$ cat src/rtl/instr_fetch_buffer_if.sv
// Bus bundle between the fetch buffer and its PC source, instruction memory and decode stage.
// The master modport is the fetch buffer's view; slave is the environment's view.
interface instr_fetch_buffer_if #(
  parameter int unsigned XLEN  = 32,
  parameter int unsigned DEPTH = 4
);
  localparam int unsigned CW = $clog2(DEPTH) + 1;

  logic [XLEN-1:0] pc_in;
  logic            pc_valid;
  logic            pc_ready;
  logic            imem_req_valid;
  logic [XLEN-1:0] imem_req_addr;
  logic            imem_req_ready;
  logic            imem_resp_valid;
  logic [XLEN-1:0] imem_resp_data;
  logic            flush;
  logic            dec_valid;
  logic [XLEN-1:0] dec_pc;
  logic [XLEN-1:0] dec_instr;
  logic            dec_ready;
  logic [CW-1:0]   count;

  modport master (
    input  pc_in, pc_valid, imem_req_ready, imem_resp_valid, imem_resp_data, flush, dec_ready,
    output pc_ready, imem_req_valid, imem_req_addr, dec_valid, dec_pc, dec_instr, count
  );

  modport slave (
    output pc_in, pc_valid, imem_req_ready, imem_resp_valid, imem_resp_data, flush, dec_ready,
    input  pc_ready, imem_req_valid, imem_req_addr, dec_valid, dec_pc, dec_instr, count
  );
endinterface

$ cat src/rtl/instr_fetch_buffer.sv
// Single-outstanding instruction fetcher feeding a DEPTH-entry {pc, instr} FIFO for decode.
// Flush empties the FIFO and marks any in-flight response to be dropped.
module instr_fetch_buffer #(
  parameter int unsigned DEPTH = 4,
  parameter int unsigned XLEN  = 32
) (
  input  logic              clk,
  input  logic              reset,
  instr_fetch_buffer_if.master bus
);
  localparam int unsigned AW = $clog2(DEPTH);
  localparam int unsigned CW = AW + 1;

  typedef enum logic [1:0] {IDLE, REQ, WAIT} state_t;

  state_t          state;
  state_t          next_state;
  logic            drop;
  logic            req_valid;
  logic [XLEN-1:0] req_pc;
  logic [XLEN-1:0] req_addr;
  logic [XLEN-1:0] pc_mem    [DEPTH];
  logic [XLEN-1:0] instr_mem [DEPTH];
  logic [AW-1:0]   wr_ptr;
  logic [AW-1:0]   rd_ptr;
  logic [CW-1:0]   count;

  logic pc_ready;
  logic accept;
  logic push;
  logic dec_valid;
  logic pop;

  always_ff @(posedge clk or posedge reset) begin
    if (reset) state <= IDLE;
    else       state <= next_state;
  end

  always_comb begin
    next_state = state;
    unique case (state)
      IDLE:    if (accept)              next_state = REQ;
      REQ:     if (bus.imem_req_ready)  next_state = WAIT;
      WAIT:    if (bus.imem_resp_valid) next_state = IDLE;
      default:                          next_state = IDLE;
    endcase
  end

  // The acceptance check on count reserves the slot the single outstanding response will fill.
  always_comb begin
    pc_ready  = 1'b0;
    push      = 1'b0;
    unique case (state)
      IDLE:    pc_ready = (count < CW'(DEPTH)) && !bus.flush;
      WAIT:    push     = bus.imem_resp_valid && !drop && !bus.flush;
      default: ;
    endcase
    accept    = pc_ready && bus.pc_valid;
    dec_valid = (count != '0) && !bus.flush;
    pop       = dec_valid && bus.dec_ready;
  end

  always_ff @(posedge clk or posedge reset) begin
    if (reset) begin
      req_valid <= 1'b0;
      req_pc    <= '0;
      req_addr  <= '0;
      drop      <= 1'b0;
    end else begin
      req_valid <= (next_state == REQ);
      if (accept) begin
        req_pc   <= bus.pc_in;
        req_addr <= {bus.pc_in[XLEN-1:2], 2'b00};
      end
      // A response landing in the flush cycle is already discarded, so drop is not armed for it.
      if (state == WAIT && bus.imem_resp_valid) drop <= 1'b0;
      else if (bus.flush && state != IDLE)      drop <= 1'b1;
    end
  end

  always_ff @(posedge clk or posedge reset) begin
    if (reset) begin
      wr_ptr <= '0;
      rd_ptr <= '0;
      count  <= '0;
      for (int unsigned i = 0; i < DEPTH; i++) begin
        pc_mem[i]    <= '0;
        instr_mem[i] <= '0;
      end
    end else if (bus.flush) begin
      wr_ptr <= '0;
      rd_ptr <= '0;
      count  <= '0;
    end else begin
      if (push) begin
        pc_mem[wr_ptr]    <= req_pc;
        instr_mem[wr_ptr] <= bus.imem_resp_data;
        wr_ptr            <= wr_ptr + AW'(1);
      end
      if (pop) rd_ptr <= rd_ptr + AW'(1);
      unique case ({push, pop})
        2'b10:   count <= count + CW'(1);
        2'b01:   count <= count - CW'(1);
        default: ;
      endcase
    end
  end

  assign bus.pc_ready       = pc_ready;
  assign bus.imem_req_valid = req_valid;
  assign bus.imem_req_addr  = req_addr;
  assign bus.dec_valid      = dec_valid;
  assign bus.dec_pc         = pc_mem[rd_ptr];
  assign bus.dec_instr      = instr_mem[rd_ptr];
  assign bus.count          = count;
endmodule
$ cat src/flat_wrapper.sv
// flat-port wrapper written by rule: the top's interface ports become plain ports
module instr_fetch_buffer_flat 
#(
  parameter int unsigned DEPTH = 4,
  parameter int unsigned XLEN  = 32
)
  (clk, reset, bus_pc_in, bus_pc_valid, bus_imem_req_ready, bus_imem_resp_valid, bus_imem_resp_data, bus_flush, bus_dec_ready, bus_pc_ready, bus_imem_req_valid, bus_imem_req_addr, bus_dec_valid, bus_dec_pc, bus_dec_instr, bus_count);
  instr_fetch_buffer_if #(.XLEN(XLEN), .DEPTH(DEPTH)) bus_i ();
  input  logic clk;
  input  logic reset;
  input wire logic [$bits(bus_i.pc_in)-1:0] bus_pc_in;
  input wire logic [$bits(bus_i.pc_valid)-1:0] bus_pc_valid;
  input wire logic [$bits(bus_i.imem_req_ready)-1:0] bus_imem_req_ready;
  input wire logic [$bits(bus_i.imem_resp_valid)-1:0] bus_imem_resp_valid;
  input wire logic [$bits(bus_i.imem_resp_data)-1:0] bus_imem_resp_data;
  input wire logic [$bits(bus_i.flush)-1:0] bus_flush;
  input wire logic [$bits(bus_i.dec_ready)-1:0] bus_dec_ready;
  output wire logic [$bits(bus_i.pc_ready)-1:0] bus_pc_ready;
  output wire logic [$bits(bus_i.imem_req_valid)-1:0] bus_imem_req_valid;
  output wire logic [$bits(bus_i.imem_req_addr)-1:0] bus_imem_req_addr;
  output wire logic [$bits(bus_i.dec_valid)-1:0] bus_dec_valid;
  output wire logic [$bits(bus_i.dec_pc)-1:0] bus_dec_pc;
  output wire logic [$bits(bus_i.dec_instr)-1:0] bus_dec_instr;
  output wire logic [$bits(bus_i.count)-1:0] bus_count;
  assign bus_i.pc_in = bus_pc_in;
  assign bus_i.pc_valid = bus_pc_valid;
  assign bus_i.imem_req_ready = bus_imem_req_ready;
  assign bus_i.imem_resp_valid = bus_imem_resp_valid;
  assign bus_i.imem_resp_data = bus_imem_resp_data;
  assign bus_i.flush = bus_flush;
  assign bus_i.dec_ready = bus_dec_ready;
  assign bus_pc_ready = bus_i.pc_ready;
  assign bus_imem_req_valid = bus_i.imem_req_valid;
  assign bus_imem_req_addr = bus_i.imem_req_addr;
  assign bus_dec_valid = bus_i.dec_valid;
  assign bus_dec_pc = bus_i.dec_pc;
  assign bus_dec_instr = bus_i.dec_instr;
  assign bus_count = bus_i.count;
  instr_fetch_buffer #(.DEPTH(DEPTH), .XLEN(XLEN)) u_core (.clk(clk), .reset(reset), .bus(bus_i));
endmodule
$ cat config.mk
export PLATFORM = sky130hd
export DESIGN_NAME = instr_fetch_buffer_flat
export DESIGN_NICKNAME = d
export VERILOG_FILES = /design/src/rtl/instr_fetch_buffer_if.sv /design/src/rtl/instr_fetch_buffer.sv /design/src/flat_wrapper.sv
export SDC_FILE = /design/constraint.sdc
export NUM_CORES = 1
export LEC_CHECK = 0
export CAP_MARGIN = 20
export CORE_UTILIZATION = 34
export DETAILED_ROUTE_END_ITERATION = 6
export PLACE_DENSITY = 0.64
export SLEW_MARGIN = 20
export SYNTH_ARGS = -nofsm -noshare
export SYNTH_HDL_FRONTEND = slang
export SYNTH_SLANG_ARGS = --single-unit
$ cat constraint.sdc
create_clock -name clk -period 31.6 [get_ports clk]
set_input_delay 6.32 -clock clk [delete_from_list [all_inputs] [get_ports clk]]
set_output_delay 6.32 -clock clk [all_outputs]
set_load 0.02 [all_outputs]
==> metrics.md <==
| Metric | Value |
|---|---|
| DIE AREA | `between 0.03 and 0.04 sq mm` |
| Post-Synth Simple-Gate Area | `under 10%` |
| WP buf/inv | `3` |
| WP data arrival | `between 7 and 8 ns` |
| Library cells used by synthesis | `33` |
| # rows | `71` |
| Worst path max stage delay | `between 0.6 and 0.7 ns` |
| Tightest Pin Transition | `1.08 ns` |
| Status | `completed` |
| Initial antenna violation count | `1` |
| Remaining antenna violation count | `0` |
| Worst hold path type | `reg -> reg` |
| Power Internal | `0.936 mW` |
| Routed len/inst | `19.0 microns` |
| Clock-pin slew on the worst setup and hold paths | `around 0.050 ns` |
| # IOs | `roughly 170` |
| Starting Density | `between 30% and 40%` |
| Syn_area_per_cell | `roughly 17 sq um` |
| Skew final | `0.0116 ns` |
| Max FO, Critical Path | `13` |
| Hold path depth | `1` |
| Crit Path Class | `in -> out` |
| GRT Total Usage | `roughly 15%` |
| Adder-cell share of the synthesized area | `0.534%` |
| # Post-CTS Setup Buffers | `0` |
| Number of antenna diodes | `0` |
| Nets | `between 900 and 1000` |
| Worst path top cell family by delay | `buffers and inverters` |
| Slew Limit Fails | `0` |
| Core Util, Final | `42.7%` |
| Min-delay src | `u_core.instr_mem[4]$_DFFE_PP0P_` |
| Final wirelength | `27.7 mm` |
| FF+latch count, synth | `299` |
| DRC | `0` |
| CTS hold repair buffers | `0` |
| Post-synth design cell area | `between 0.01 and 0.015 sq mm` |
| Die Wd | `a little under 200 microns` |
| Share of cells above drive strength 1 | `between 40 and 50%` |
| Seq/Total Area, Yosys | `57.1%` |
| Highest-delay cell along the critical path | `clkdlybuf4s50_1` |
| Xor/xnor cell area share of the yosys netlist | `less than 1%` |
| Die Ht | `198 microns` |
| Flop2flop setup slack | `about 29 ns` |
| Clk sinks | `~300` |
| Via-per-instance ratio | `roughly 5` |
| Reg2Reg Depth | `4` |
| RSZ-0062 raised after global routing | `false` |
| # port buffers | `170` |
| Cell Chain, Critical Path | `clkdlybuf4s50_1, buf_4, nor4_2, clkdlybuf4s50_1` |
| Vias in the first global route | `roughly 7800` |
| Grt ovf | `0` |
| CTS root buf | `clkbuf_16` |
| Register share of total power | `roughly two fifths` |
| Final Cycle Share | `44.9%` |
| Syn Inst Count | `~780` |
| CTS tree | `built` |
| Worst slew margin | `27.7%` |
| Number of synthesis warnings | `0` |
| Routability congestion estimate | `roughly 0.68` |
| Clock power frac | `between 20% and 30%` |
| Largest family of logic cells by synthesized area | `multiplexers` |
| Clock tree buffer depth | `3` |
| Post-synthesis mux area share | `a little over a third` |
| Area Overhead vs Synth | `23.1%` |
| Crit Reg-Reg Endpoint | `u_core.pc_mem[42]$_DFFE_PP0P_` |
| Setup-failing EPs final | `0` |
| Most common cell after layout, fill and taps aside | `dfrtp_1` |
| Comb power frac | `about a third` |
| P_leak | `7.42 nW` |
| PD cells | `83.8 mW/mm^2` |
| CTS buffer count | `35` |
| Worst EP required | `~25 ns` |
| Final hold violation count | `0` |
| Hold EP | `u_core.instr_mem[4]$_DFFE_PP0P_` |
| DR vias | `7106` |
| Most used cell, CP | `clkdlybuf4s50_1` |
| H-Tree Depth | `2` |
| First-pass GRT wire length | `around 45 mm` |
| Setup TNS | `0 ns` |
| Most frequent cells in the layout | `297 x dfrtp_1, 288 x mux2_2, 170 x clkdlybuf4s50_1` |
| Final HPWL DP | `between 15 and 20 mm` |
| Core area | `around 0.038 sq mm` |
| Post-CTS sizing | `0` |
| Largest net degree at the start of global routing | `about 170` |
| Reg2reg start | `u_core.state[0]$_DFF_PP0_` |
| DRT iter0 DRCs | `roughly 230` |
| Max-cap violations | `0` |
| Peak VDD IR | `0.0455 mV` |
| Switching portion of total power | `between 30% and 40%` |
| Clock Latency Late Sink | `between 0.5 and 0.6 ns` |
| FMAX | `~70 MHz` |
| Synth Area in Compound Gates | `less than 1%` |
| DRT Pass-1 Iters | `4` |
| Crit. End Element | `primary output` |
| CP Launch Type | `input pin` |
| Min Tclk post-route | `between 10 and 15 ns` |
| Psw | `roughly 0.42 mW` |
stage by stage:
step                hold WS [ns]  setup slack [ns]  total power, mW  instances  area, sq um
floorplan                  0.474             17.02            0.796        782        13100
global placement           0.481             17.43            0.962       1396        15000
detailed placement         0.488             17.41            0.968       1396        15000
CTS                        0.500             17.38             1.38       1457        16100
global route               0.506             17.35             1.42       1457        16100
finish                     0.497             17.41             1.35       1457        16100
cells by family (layout without fill, tap and decap cells):
kind of cell | after synthesis | in the layout
fa+ha+maj | 5 | 5
xor+xnor | 4 | 4
buf+inv | 81 | 245
mux | 353 | 353
simple gates | 30 | 30
compound gates | 8 | 8
flops | 299 | 299
other cells | 1 | 2
how the worst max path moves through the flow:
stage / start / endpoint / slack (ns) / cells past startpoint
floorplan: reset / u_core.bus.count[0]$_DFFE_PP0P_ / 17.02 / 1
global placement: bus_flush / bus_pc_ready / 17.43 / 4
detailed placement: bus_flush / bus_pc_ready / 17.41 / 4
CTS: bus_flush / bus_pc_ready / 17.38 / 4
global route: bus_flush / bus_pc_ready / 17.35 / 4
finish: bus_flush / bus_pc_ready / 17.41 / 4
final cells by class:
cell class,instances,area (sq um)
sequential,299,7490
timing repair buffer,180,1790
tap,511,639
clock inverter,7,85.1
clock buffer,54,1050
inverter,4,22.5
fill,3493,21700
multi-input combinational,402,5060
state kept, by name (all words and copies together), names as in the netlist:
register and flops:
u_core.bus.count 3, u_core.instr_mem 128, u_core.drop 1, u_core.bus.imem_req_addr 1, u_core.rd_ptr 2, u_core.wr_ptr 2, u_core.state 2, u_core.pc_mem 128
u_core.req_pc 31, u_core.bus.imem_req_valid 1
cell usage after synthesis (all sizes together):
library cell	n	share of area (%)
dfrtp	299	57
mux2	288	25
buf	73	4.2
mux4	64	11
nor2	9	0.26
nor3	6	0.23
nand2	5	0.20
clkbuf	4	0.11
ha	4	0.38
inv	4	0.11
xnor2	3	0.20
a22oi	2	0.11
nand2b	2	0.095
nand3b	2	0.11
nor4	2	0.26
o21ai	2	0.076
a21oi	1	0.038
and2	1	0.048
and3	1	0.048
conb	1	0.029
fa	1	0.15
mux2i	1	0.076
nor3b	1	0.057
nor4bb	1	0.076
o21a	1	0.057
o22a	1	0.067
o31ai	1	0.095
xor2	1	0.067
routing by layer:
layer	part of all wire, %	vias up	track usage, %
li1	-	3136	-
met1	46	3793	19.5
met2	48	136	24.3
met3	4.9	39	3.39
met4	1.8	2	4.28
met5	0.061	-	0
power groups by stage:
stage                     logic, mW  registers (mW)  clock network [mW]
after floorplan               0.299           0.497                   0
after global placement        0.434           0.528                   0
after detailed placement      0.437           0.531                   0
after CTS                     0.439           0.525               0.412
after global routing          0.459           0.537               0.428
final                         0.431           0.523               0.398
No activity file was read; power rests on OpenSTA's default activity.
